$ cat src/rtl/rc_pkg.sv
// Shared definitions for the mesh route-compute block: direction one-hots,
// flit type codes, per-channel FSM states and flit field offset helpers.
package rc_pkg;

  localparam int DIRW = 5;

  // One-hot direction encoding {L,W,S,E,N}, N at the LSB; zero means unrouted.
  localparam logic [DIRW-1:0] DIR_NONE = 5'b00000;
  localparam logic [DIRW-1:0] DIR_N    = 5'b00001;
  localparam logic [DIRW-1:0] DIR_E    = 5'b00010;
  localparam logic [DIRW-1:0] DIR_S    = 5'b00100;
  localparam logic [DIRW-1:0] DIR_W    = 5'b01000;
  localparam logic [DIRW-1:0] DIR_L    = 5'b10000;

  typedef enum logic [1:0] {
    FT_HEAD   = 2'b00,
    FT_BODY   = 2'b01,
    FT_TAIL   = 2'b10,
    FT_SINGLE = 2'b11
  } flit_type_e;

  typedef enum logic {
    ST_IDLE   = 1'b0,
    ST_LOCKED = 1'b1
  } chan_state_e;

  // Type sits in the top two bits, dest_x directly below, dest_y below that.
  function automatic int type_lsb(input int ds);
    return ds - 2;
  endfunction

  function automatic int dest_x_lsb(input int ds, input int cw);
    return ds - 2 - cw;
  endfunction

  function automatic int dest_y_lsb(input int ds, input int cw);
    return ds - 2 - 2 * cw;
  endfunction

endpackage

$ cat src/rtl/rc_chan.sv
// One route-compute channel: packet FSM, XY / pressure-adaptive route
// selection and a one-deep output register with valid/ready handshake.
// Build option: define RC_ADAPTIVE_EN to pick the less congested of the two
// productive directions; otherwise plain XY routing and pressure is ignored.
//
// state     | meaning
// ST_IDLE   | no packet open; head/single are routed, body/tail are errors
// ST_LOCKED | head accepted; body/tail reuse the stored direction
module rc_chan
  import rc_pkg::*;
#(
  parameter int DATASIZE = 40,
  parameter int WIDTH    = 3,
  parameter int CW       = 2,
  parameter int X_COORD  = 0,
  parameter int Y_COORD  = 0,
  parameter int MESH_X   = 4,
  parameter int MESH_Y   = 4
) (
  input  logic                  clk_i,
  input  logic                  rst_i,
  input  logic [DATASIZE-1:0]   data_i,
  input  logic                  valid_i,
  output logic                  ready_o,
  input  logic [4*(WIDTH+1)-1:0] pressure_i,
  output logic [DATASIZE-1:0]   data_o,
  output logic [DIRW-1:0]       dir_o,
  output logic                  valid_o,
  input  logic                  ready_i,
  output logic                  err_o
);

  localparam int PW = WIDTH + 1;
  localparam int TL = type_lsb(DATASIZE);
  localparam int XL = dest_x_lsb(DATASIZE, CW);
  localparam int YL = dest_y_lsb(DATASIZE, CW);

  chan_state_e             state_q, state_d;
  logic [DIRW-1:0]         lock_q, lock_d;
  logic [DATASIZE-1:0]     data_q;
  logic [DIRW-1:0]         dir_q, dir_d;
  logic                    valid_q;
  logic                    err_q;
  logic                    err_set;

  flit_type_e              ftype;
  logic [CW-1:0]           dest_x, dest_y;
  logic                    accept;
  logic                    in_range;
  logic                    x_gt, x_lt, y_gt, y_lt;
  logic [DIRW-1:0]         x_dir, y_dir, route_dir;

  assign ftype  = flit_type_e'(data_i[TL +: 2]);
  assign dest_x = data_i[XL +: CW];
  assign dest_y = data_i[YL +: CW];

  assign ready_o = !valid_q || ready_i;
  assign accept  = valid_i && ready_o;

  assign in_range = (int'(dest_x) < MESH_X) && (int'(dest_y) < MESH_Y);
  assign x_gt     = int'(dest_x) > X_COORD;
  assign x_lt     = int'(dest_x) < X_COORD;
  assign y_gt     = int'(dest_y) > Y_COORD;
  assign y_lt     = int'(dest_y) < Y_COORD;
  assign x_dir    = x_gt ? DIR_E : DIR_W;
  assign y_dir    = y_gt ? DIR_S : DIR_N;

`ifdef RC_ADAPTIVE_EN
  logic [PW-1:0] p_x, p_y;
  // Pressure of the X and Y candidates (fields ordered N,E,S,W from LSB).
  assign p_x = x_gt ? pressure_i[1*PW +: PW] : pressure_i[3*PW +: PW];
  assign p_y = y_gt ? pressure_i[2*PW +: PW] : pressure_i[0*PW +: PW];
`else
  logic unused_pressure;
  assign unused_pressure = ^pressure_i;
`endif

  // Route selection for a head/single flit; Y wins only on strictly lower pressure.
  always_comb begin
    route_dir = DIR_NONE;
    if (!in_range) begin
      route_dir = DIR_NONE;
    end else if (!(x_gt || x_lt) && !(y_gt || y_lt)) begin
      route_dir = DIR_L;
    end else if (!(y_gt || y_lt)) begin
      route_dir = x_dir;
    end else if (!(x_gt || x_lt)) begin
      route_dir = y_dir;
    end else begin
`ifdef RC_ADAPTIVE_EN
      route_dir = (p_y < p_x) ? y_dir : x_dir;
`else
      route_dir = x_dir;
`endif
    end
  end

  // Packet FSM next state, stored direction, outgoing direction and error event.
  always_comb begin
    state_d = state_q;
    lock_d  = lock_q;
    dir_d   = DIR_NONE;
    err_set = 1'b0;
    if (accept) begin
      if (ftype == FT_HEAD || ftype == FT_SINGLE) begin
        dir_d = route_dir;
        if (state_q == ST_LOCKED) err_set = 1'b1;
        if (!in_range) begin
          err_set = 1'b1;
          state_d = ST_IDLE;
        end else if (ftype == FT_HEAD) begin
          state_d = ST_LOCKED;
          lock_d  = route_dir;
        end else begin
          state_d = ST_IDLE;
        end
      end else if (state_q == ST_LOCKED) begin
        dir_d = lock_q;
        if (ftype == FT_TAIL) state_d = ST_IDLE;
      end else begin
        err_set = 1'b1;
      end
    end
  end

  // FSM state and locked direction.
  always_ff @(posedge clk_i) begin
    if (rst_i) begin
      state_q <= ST_IDLE;
      lock_q  <= DIR_NONE;
    end else begin
      state_q <= state_d;
      lock_q  <= lock_d;
    end
  end

  // Output register: load on accept, drop valid on drain, hold while stalled.
  always_ff @(posedge clk_i) begin
    if (rst_i) begin
      valid_q <= 1'b0;
      data_q  <= '0;
      dir_q   <= DIR_NONE;
      err_q   <= 1'b0;
    end else begin
      if (err_set) err_q <= 1'b1;
      if (accept) begin
        valid_q <= 1'b1;
        data_q  <= data_i;
        dir_q   <= dir_d;
      end else if (ready_i) begin
        valid_q <= 1'b0;
      end
    end
  end

  assign data_o  = data_q;
  assign dir_o   = dir_q;
  assign valid_o = valid_q;
  assign err_o   = err_q;

endmodule

$ cat src/rtl/rc_mesh.sv
// Mesh router route-compute stage: NCH independent rc_chan instances sharing
// the neighbour pressure vector. Build option RC_ADAPTIVE_EN (see rc_chan).
module rc_mesh
  import rc_pkg::*;
#(
  parameter int DATASIZE = 40,
  parameter int WIDTH    = 3,
  parameter int NCH      = 5,
  parameter int CW       = 2,
  parameter int X_COORD  = 0,
  parameter int Y_COORD  = 0,
  parameter int MESH_X   = 4,
  parameter int MESH_Y   = 4
) (
  input  logic                    rc_clk,
  input  logic                    rst,
  input  logic [NCH*DATASIZE-1:0] data_in,
  input  logic [NCH-1:0]          valid_in,
  output logic [NCH-1:0]          ready_out,
  input  logic [4*(WIDTH+1)-1:0]  pressure_in,
  output logic [NCH*DATASIZE-1:0] data_out,
  output logic [NCH*DIRW-1:0]     dir_out,
  output logic [NCH-1:0]          valid_out,
  input  logic [NCH-1:0]          ready_in,
  output logic [NCH-1:0]          err_out
);

  for (genvar i = 0; i < NCH; i++) begin : g_chan
    rc_chan #(
      .DATASIZE (DATASIZE),
      .WIDTH    (WIDTH),
      .CW       (CW),
      .X_COORD  (X_COORD),
      .Y_COORD  (Y_COORD),
      .MESH_X   (MESH_X),
      .MESH_Y   (MESH_Y)
    ) u_chan (
      .clk_i      (rc_clk),
      .rst_i      (rst),
      .data_i     (data_in[i*DATASIZE +: DATASIZE]),
      .valid_i    (valid_in[i]),
      .ready_o    (ready_out[i]),
      .pressure_i (pressure_in),
      .data_o     (data_out[i*DATASIZE +: DATASIZE]),
      .dir_o      (dir_out[i*DIRW +: DIRW]),
      .valid_o    (valid_out[i]),
      .ready_i    (ready_in[i]),
      .err_o      (err_out[i])
    );
  end

endmodule

$ cat config.mk
export PLATFORM = sky130hd
export DESIGN_NAME = rc_mesh
export DESIGN_NICKNAME = d
export VERILOG_FILES = /design/src/rtl/rc_pkg.sv /design/src/rtl/rc_chan.sv /design/src/rtl/rc_mesh.sv
export SDC_FILE = /design/constraint.sdc
export NUM_CORES = 1
export LEC_CHECK = 0
export ABC_CLOCK_PERIOD_IN_PS = 1800
export CAP_MARGIN = 20
export CORE_AREA = 3 3 180 182
export DETAILED_ROUTE_END_ITERATION = 8
export DIE_AREA = 0 0 183 185
export PLACE_DENSITY = 0.69
export SETUP_SLACK_MARGIN = 0.2
export SYNTH_ARGS = -nofsm -noshare
export SYNTH_HDL_FRONTEND = slang
export SYNTH_SLANG_ARGS = --single-unit
$ cat constraint.sdc
create_clock -name rc_clk -period 1.8 [get_ports rc_clk]
set_input_delay 0.45 -clock rc_clk [delete_from_list [all_inputs] [get_ports rc_clk]]
set_output_delay 0.45 -clock rc_clk [all_outputs]
set_load 0.1 [all_outputs]
Word level (Yosys, flattened, before mapping)
Cells that the tools add are included.

Equal/unequal tests: 10. Reductions and logical operators: 50. Magnitude comparators: 10. Multiplexer cells: 80.

Operators by type and width (number): $mux 5 (25); $mux 1 (50); $eq 2x2->1 const B (10); $gt 2x1->1 const B (10); $mux 4 (5); $logic_not 1->1 (15); $reduce_and 3->1 (5); $logic_and 1x1->1 (10); $logic_not 2->1 (5); $logic_or 1x1->1 (10); $reduce_bool 2->1 (5).

Bits in registers: 265. Input port bits: 228. Word-level logic and storage cells: 180.

Depth between registers and ports, before layout
Gate-level depths: netlist of run 1.

Word-level depth: 6. Mapped depth: 6. Gate-level depth less buffers: 5.

By module
From an unflattened synthesis of run 1, not the netlist that was laid out.

Cells, all modules: 1205. Area, all modules: 10172.3 um2.

Modules (own cells, without submodules): rc_chan (sequential area each 1001.0 um2, area an instance 2034.5 um2, times used 5, cells each 241).

Worst setup path before layout of run 1
No wires, ideal clock.

Path type: in2out. From: input port ready_in[1]. To: output port ready_out[1]. Arrival: 1.117 ns. Path buffers: 3. Stages: 5. Slack: 0.233 ns. Path through: nor2b_4 -> buf_6 -> inv_6 -> buf_2 -> buf_4.

Word-level cells in the longest chain between the ends: 1.

RTL lines: start, declared (line rc_mesh.sv:24) `input logic [NCH-1:0] ready_in,`; $logic_or 1x1->1 (line rc_chan.sv:57) `assign ready_o = !valid_q || ready_i;`; end, declared (line rc_mesh.sv:19) `output logic [NCH-1:0] ready_out,`.

No other way between the ends.

Worst setup path in the final report of run 1
From: register g_chan[0].u_chan.valid_q. To: output port ready_out[0].

Word-level cells in the longest chain between the ends: 2.

RTL lines: start, declared (line rc_chan.sv:42) `logic valid_q;`; start signal, assigned (line rc_chan.sv:140) `valid_q <= 1'b0;`; start signal, assigned (line rc_chan.sv:147) `valid_q <= 1'b1;`; start signal, assigned (line rc_chan.sv:151) `valid_q <= 1'b0;`; $logic_not 1->1 (line rc_chan.sv:57); $logic_or 1x1->1 (line rc_chan.sv:57).

No other way between the ends.

==> results of run 1 <==
==> cells in the mapped netlist, types with 8 or more instances <==
library cell	n	area, um^2
a21oi_1	230	1150
a211oi_1	10	75.1
nand3_1	210	1050
buf_4	23	173
a311oi_1	10	87.6
o21ai_0	215	1080
inv_1	15	56.3
buf_6	8	90.1
a21oi_2	10	87.6
dfxtp_1	250	5000
nor2_1	20	75.1
clkbuf_1	39	146
buf_2	74	370
ha_1	15	188
==> cell type report <==
| class | count | area, um^2 | area share [%] |
|---|---|---|---|
| Multi-Input combinational cell | 795 | 4340 | 22.9 |
| Inverter | 20 | 100 | 0.528 |
| Tap cell | 396 | 495 | 2.61 |
| Clock inverter | 13 | 233 | 1.23 |
| Timing Repair Buffer | 544 | 7770 | 41.0 |
| Sequential cell | 250 | 5160 | 27.2 |
| Clock buffer | 41 | 861 | 4.54 |
==> worst max-delay path: cells and delay by family (launching register included) <==
kind / cells / cell delay (ps)
buf+inv: 2 / 230
flops: 1 / 360
simple gates: 1 / 180
==> flip-flops by register name, summed over array words and instances (netlist names) <==
| name | flops |
|---|---|
| g_chan.u_chan.lock_q | 15 |
| g_chan.u_chan.data_o | 200 |
| g_chan.u_chan.dir_o | 20 |
| g_chan.u_chan.state_q | 5 |
| g_chan.u_chan.err_o | 5 |
| g_chan.u_chan.valid_o | 5 |
==> cells by family (layout without fill, tap and decap cells) <==
logic type | after synthesis | count (layout) | share of synthesized area [%]
compound gates | 500 | 500 | 26.1
xor+xnor | 5 | 5 | 0.428
fa+ha+maj | 15 | 15 | 1.83
buf+inv | 168 | 618 | 8.95
flops | 250 | 250 | 48.9
other cells | 1 | 5 | 0.0366
simple gates | 270 | 270 | 13.8
==> report_power, final <==
part           total [mW]  internal (mW)  leakage (nW)  switching (mW)
registers            6.21           5.89          2.10           0.320
logic                5.29           2.01          4.62            3.27
clock network        6.64           4.19         0.524            2.45
total                18.1           12.1          7.24            6.04
==> how the worst min path moves through the flow <==
stage,from,to,cells after the start
floorplan,g_chan[0].u_chan.err_o,g_chan[0].u_chan.err_o,2
global placement,g_chan[2].u_chan.lock_q[4],g_chan[2].u_chan.lock_q[4],2
detailed placement,g_chan[4].u_chan.lock_q[4],g_chan[4].u_chan.lock_q[4],2
CTS,rst,g_chan[1].u_chan.data_o[16],2
global route,rst,g_chan[1].u_chan.data_o[16],2
finish,rst,g_chan[1].u_chan.data_o[16],2
==> per-layer routing <==
metal / up-vias / track usage (%) / routed length, um
met5: - / 0 / 0
met4: 0 / 6.52 / 1200
met3: 76 / 7.29 / 3750
met2: 448 / 38.0 / 19300
met1: 5162 / 23.3 / 14100
li1: 5177 / - / -
==> metrics by stage <==
step	instances	area, um^2	hold slack (ps)	util [%]	TNS, ps
after detailed placement	1989	17600	470	57.1	-6010
after global placement	1989	17600	467	57.1	-3870
after floorplan	1213	10300	438	-	0
final	2059	19000	222	61.6	0
after CTS	2055	18900	191	61.3	-0.995
after global routing	2059	19000	206	61.6	-30.1
==> what timing repair did <==
item | in CTS | in global routing
buffers inserted | 12 | 4
hold buffers | 0 | 0
resized for setup | 89 | 41
endpoints found under the setup margin | 86 | 46
cloned | 0 | 0
pin swaps | 0 | 1
==> flow_summary_export.csv, run 1 <==
group,metric,value,unit
grt,grt_pass1_vias,10700,
setup_path,path_cells,"nor2b_4 -> clkinv_4 -> buf_12",
power,power,18.1,mW
routing,wl_per_cell,18.6,um
clock_network,path_clk_slew,60,ps
logic_synthesis,synthCells,1209,
floorplan,rows,64,
logic_synthesis,synth_flop_cell,"dfxtp_1",
routing,drc,0,
routing,vias_per_cell,5.28,
finish,fillCellCount,2457,
setup_path,reg2reg_setup_slack,280,ps
routing,ant_nets,0,
floorplan,core,30700,um^2
logic_synthesis,ys_warn_count,0,
sta,setup_viol_count_final,0,
logic_synthesis,synth_area,10200,um^2
setup_path,crit_type,"reg2out",
placement,place.port_buffers,446,
floorplan,pin_count,468,
routing,dr.first_iter.drc_count,705,
sta,final-hold-violation-count,0,
clock_network,cts_buffers,29,
setup_path,r2r-end,"g_chan[0].u_chan.lock_q[1]",
sta,clock_skew,26.3,ps
setup_path,crit_fanout,2,
sta,grt_setup_unrepaired,"yes",
placement,pre_cts_ws,-271,ps
grt,grt_max_degree,72,
logic_synthesis,synth-edff-count,0,
setup_path,reg2reg_depth,6,
setup_path,max_stage_delay,360,ps
finish,drive_gt1_share,31.7,%
placement,gp_congestion,0.800,
setup_path,arrival,1330,ps
logic_synthesis,synth-seq-cells,250,
sta,fmaxAchievable,562,MHz
grt,overflow,0,
power,power.leakage,7.24,nW
setup_path,end_kind,"output pin",
finish,layout_commonest_cell,"buf_12",
clock_network,cts.sinks,250,
logic_synthesis,ys_seq_area_share,48.9,%
floorplan,initial_core_util,33.3,%
clock_network,cts_tree,"done",
setup_path,r2r-start,"g_chan[0].u_chan.valid_o",
sta,fin_crit_sh,98.9,%
floorplan,die_w,183,um
clock_network,cts_max_level,1,
flow_run,max_cap_viol_count,0,
grt,grt_usage,21.0,%
power,peakVddDrop,0.885,mV
routing,num_vias,10900,
clock_network,cts_buffer_depth,3,
clock_network,clk-insertion-delay-late,550,ps
status,status,"finished clean",
logic_synthesis,async_reset_ff_share,0,%
routing,routed_wl,38300,um
sta,fin_ws,20.2,ps
setup_path,startpoint_type,"register",
min_path,hold_path_class,"in2reg",
routing,drt_pass1_iterations,5,
finish,final_cell_mix,"251 x buf_12, 230 x a21oi_1, 215 x o21ai_0",
setup_path,slowest_stage,"dfxtp_4",
setup_path,required,1350,ps
placement,dp_hpwl,27300,um
power,powerDensity,957,nW/um^2
finish,area_growth_syn_to_layout,85.1,%
clock_network,cts-root-buf,"clkbuf_16",
logic_synthesis,ys_types,33,
sta,finalMaxSlewViolations,0,
logic_synthesis,syn_area_per_cell,8.47,um^2
finish,insertedDiodeCount,0,
grt,grt_pass1_wl,58600,um
setup_path,cp-endpoint,"ready_out[0]",
setup_path,critPathLaunch,"g_chan[0].u_chan.valid_o",
finish,nets,1883,
floorplan,fp.dieArea,33900,um^2
grt,antenna_found_initial,0,
floorplan,die_y,185,um
sta,finalCriticalPeriod,1780,ps
No activity file was read; power rests on OpenSTA's default activity.
==> inputs of run 2 (changes only) <==
Settings changed: CORE_AREA 3 3 180 182 to 3 3 181 183, CTS_CLUSTER_SIZE set to 16, DIE_AREA 0 0 183 185 to 0 0 184 186, PLACE_DENSITY 0.69 to 0.68.
==> flow_summary_export.csv, run 2 (same netlist as run 1, synthesis figures left out) <==
group,metric,value,unit
placement,gp_congestion,0.831,
finish,layout_commonest_cell,"buf_12",
sta,finalCriticalPeriod,1780,ps
placement,dp_hpwl,27000,um
sta,grt_setup_unrepaired,"yes",
routing,dr.first_iter.drc_count,531,
floorplan,initial_core_util,32.6,%
routing,drc,0,
power,power.leakage,7.26,nW
clock_network,path_clk_slew,60,ps
setup_path,max_stage_delay,450,ps
finish,area_growth_syn_to_layout,85.6,%
finish,ff_latch_area,5230,um^2
floorplan,die_y,186,um
finish,insertedDiodeCount,0,
routing,num_vias,10900,
routing,wl_per_cell,18.4,um
sta,fin_crit_sh,98.8,%
grt,grt_max_degree,86,
grt,overflow,0,
setup_path,reg2reg_setup_slack,260,ps
clock_network,cts_buffers,30,
routing,vias_per_cell,5.28,
grt,antenna_found_initial,0,
floorplan,die_w,184,um
setup_path,path_cells,"clkdlybuf4s50_1 -> nor2b_4 -> inv_6 -> buf_12",
grt,grt_pass1_vias,10600,
power,power,17.9,mW
setup_path,cp_top_family,"buffers and inverters",
setup_path,slowest_stage,"clkdlybuf4s50_1",
floorplan,rows,65,
min_path,holdPathStages,3,
finish,final_cell_mix,"252 x buf_12, 230 x a21oi_1, 215 x o21ai_0",
setup_path,reg2reg_depth,6,
min_path,hold_path_class,"in2reg",
sta,setup_viol_count_final,0,
sta,clock_skew,11.2,ps
setup_path,crit_cells,4,
routing,ant_nets,0,
setup_path,required,1350,ps
setup_path,crit_fanout,2,
placement,place.port_buffers,446,
setup_path,crit_type,"in2out",
setup_path,startpoint_type,"input port",
placement,pre_cts_ws,-308,ps
setup_path,arrival,1330,ps
power,powerDensity,941,nW/um^2
sta,fmaxAchievable,563,MHz
clock_network,cts-root-buf,"clkbuf_16",
power,peakVddDrop,0.762,mV
grt,grt_usage,20.6,%
sta,fin_ws,22.5,ps
finish,drive_gt1_share,35.1,%
flow_run,max_cap_viol_count,0,
routing,routed_wl,37900,um
routing,drt_pass1_iterations,7,
finish,multi_input_area,4350,um^2
clock_network,cts_buffer_depth,3,
clock_network,cts_max_level,1,
clock_network,clk-insertion-delay-late,540,ps
finish,nets,1882,
setup_path,end_kind,"output pin",
sta,finalMaxSlewViolations,0,
clock_network,cts_tree,"done",
floorplan,fp.dieArea,34200,um^2
clock_network,cts.sinks,250,
finish,fillCellCount,2505,
sta,final-hold-violation-count,0,
grt,grt_pass1_wl,57700,um
floorplan,pin_count,468,
setup_path,crit_buf_inv,3,
finish,largest_reg_flops,200,
floorplan,core,31400,um^2
status,status,"finished clean",
[run 2: power by group]
part           switching (mW)  internal [mW]
registers               0.317           5.90
clock network            2.40           3.98
logic                    3.28           2.02
total                    5.99           11.9
[run 2: timing repair]
| item | in CTS | in global routing |
|---|---|---|
| endpoints found under the setup margin | 53 | 136 |
| endpoints found under the hold margin | 0 | 0 |
| buffers inserted | 14 | 7 |
| gates resized for setup | 54 | 132 |
| gates cloned | 0 | 0 |
| hold buffers | 0 | 0 |
[run 2: through the flow]
step	utilization [%]	cell area, um^2	setup TNS (ps)	std cells	hold slack [ps]
after floorplan	-	10300	0	1213	438
after global placement	55.8	17500	-3620	1988	468
after detailed placement	55.8	17500	-5440	1988	473
after CTS	59.8	18800	-2.66	2058	296
after global routing	60.6	19000	-62.1	2065	313
final	60.6	19000	0	2065	328
[run 2: final cells by class]
class,count,share of cell area (%)
timing repair buffer,542,40.8
sequential,250,27.5
tap,402,2.65
clock buffer,40,4.63
clock inverter,16,0.987
inverter,20,0.527
multi-input combinational,795,22.9
[run 2: path summary, 6_finish.rpt]
| path | to | start |
|---|---|---|
| max | ready_out[4] | ready_in[4] |
| min | g_chan[0].u_chan.state_q | rst |
| max reg2reg | g_chan[2].u_chan.data_o[32] | g_chan[2].u_chan.valid_o |
| min reg2reg | g_chan[4].u_chan.lock_q[2] | g_chan[4].u_chan.lock_q[2] |
[run 2: routing by layer]
metal	vias to the layer above	track usage [%]	routed length, um
met3	86	7.86	3550
met2	433	35.3	18600
met4	0	6.80	1330
met5	-	0	0
li1	5169	-	-
met1	5208	23.8	14500
[run 2: worst reg2reg max path, cell delays in order, from the launching register on]
cell and delay (ps):
dfxtp_2 340, nor2b_4 190, buf_4 130, buf_4 100, buf_4 310, o21ai_0 210, a21oi_1 190
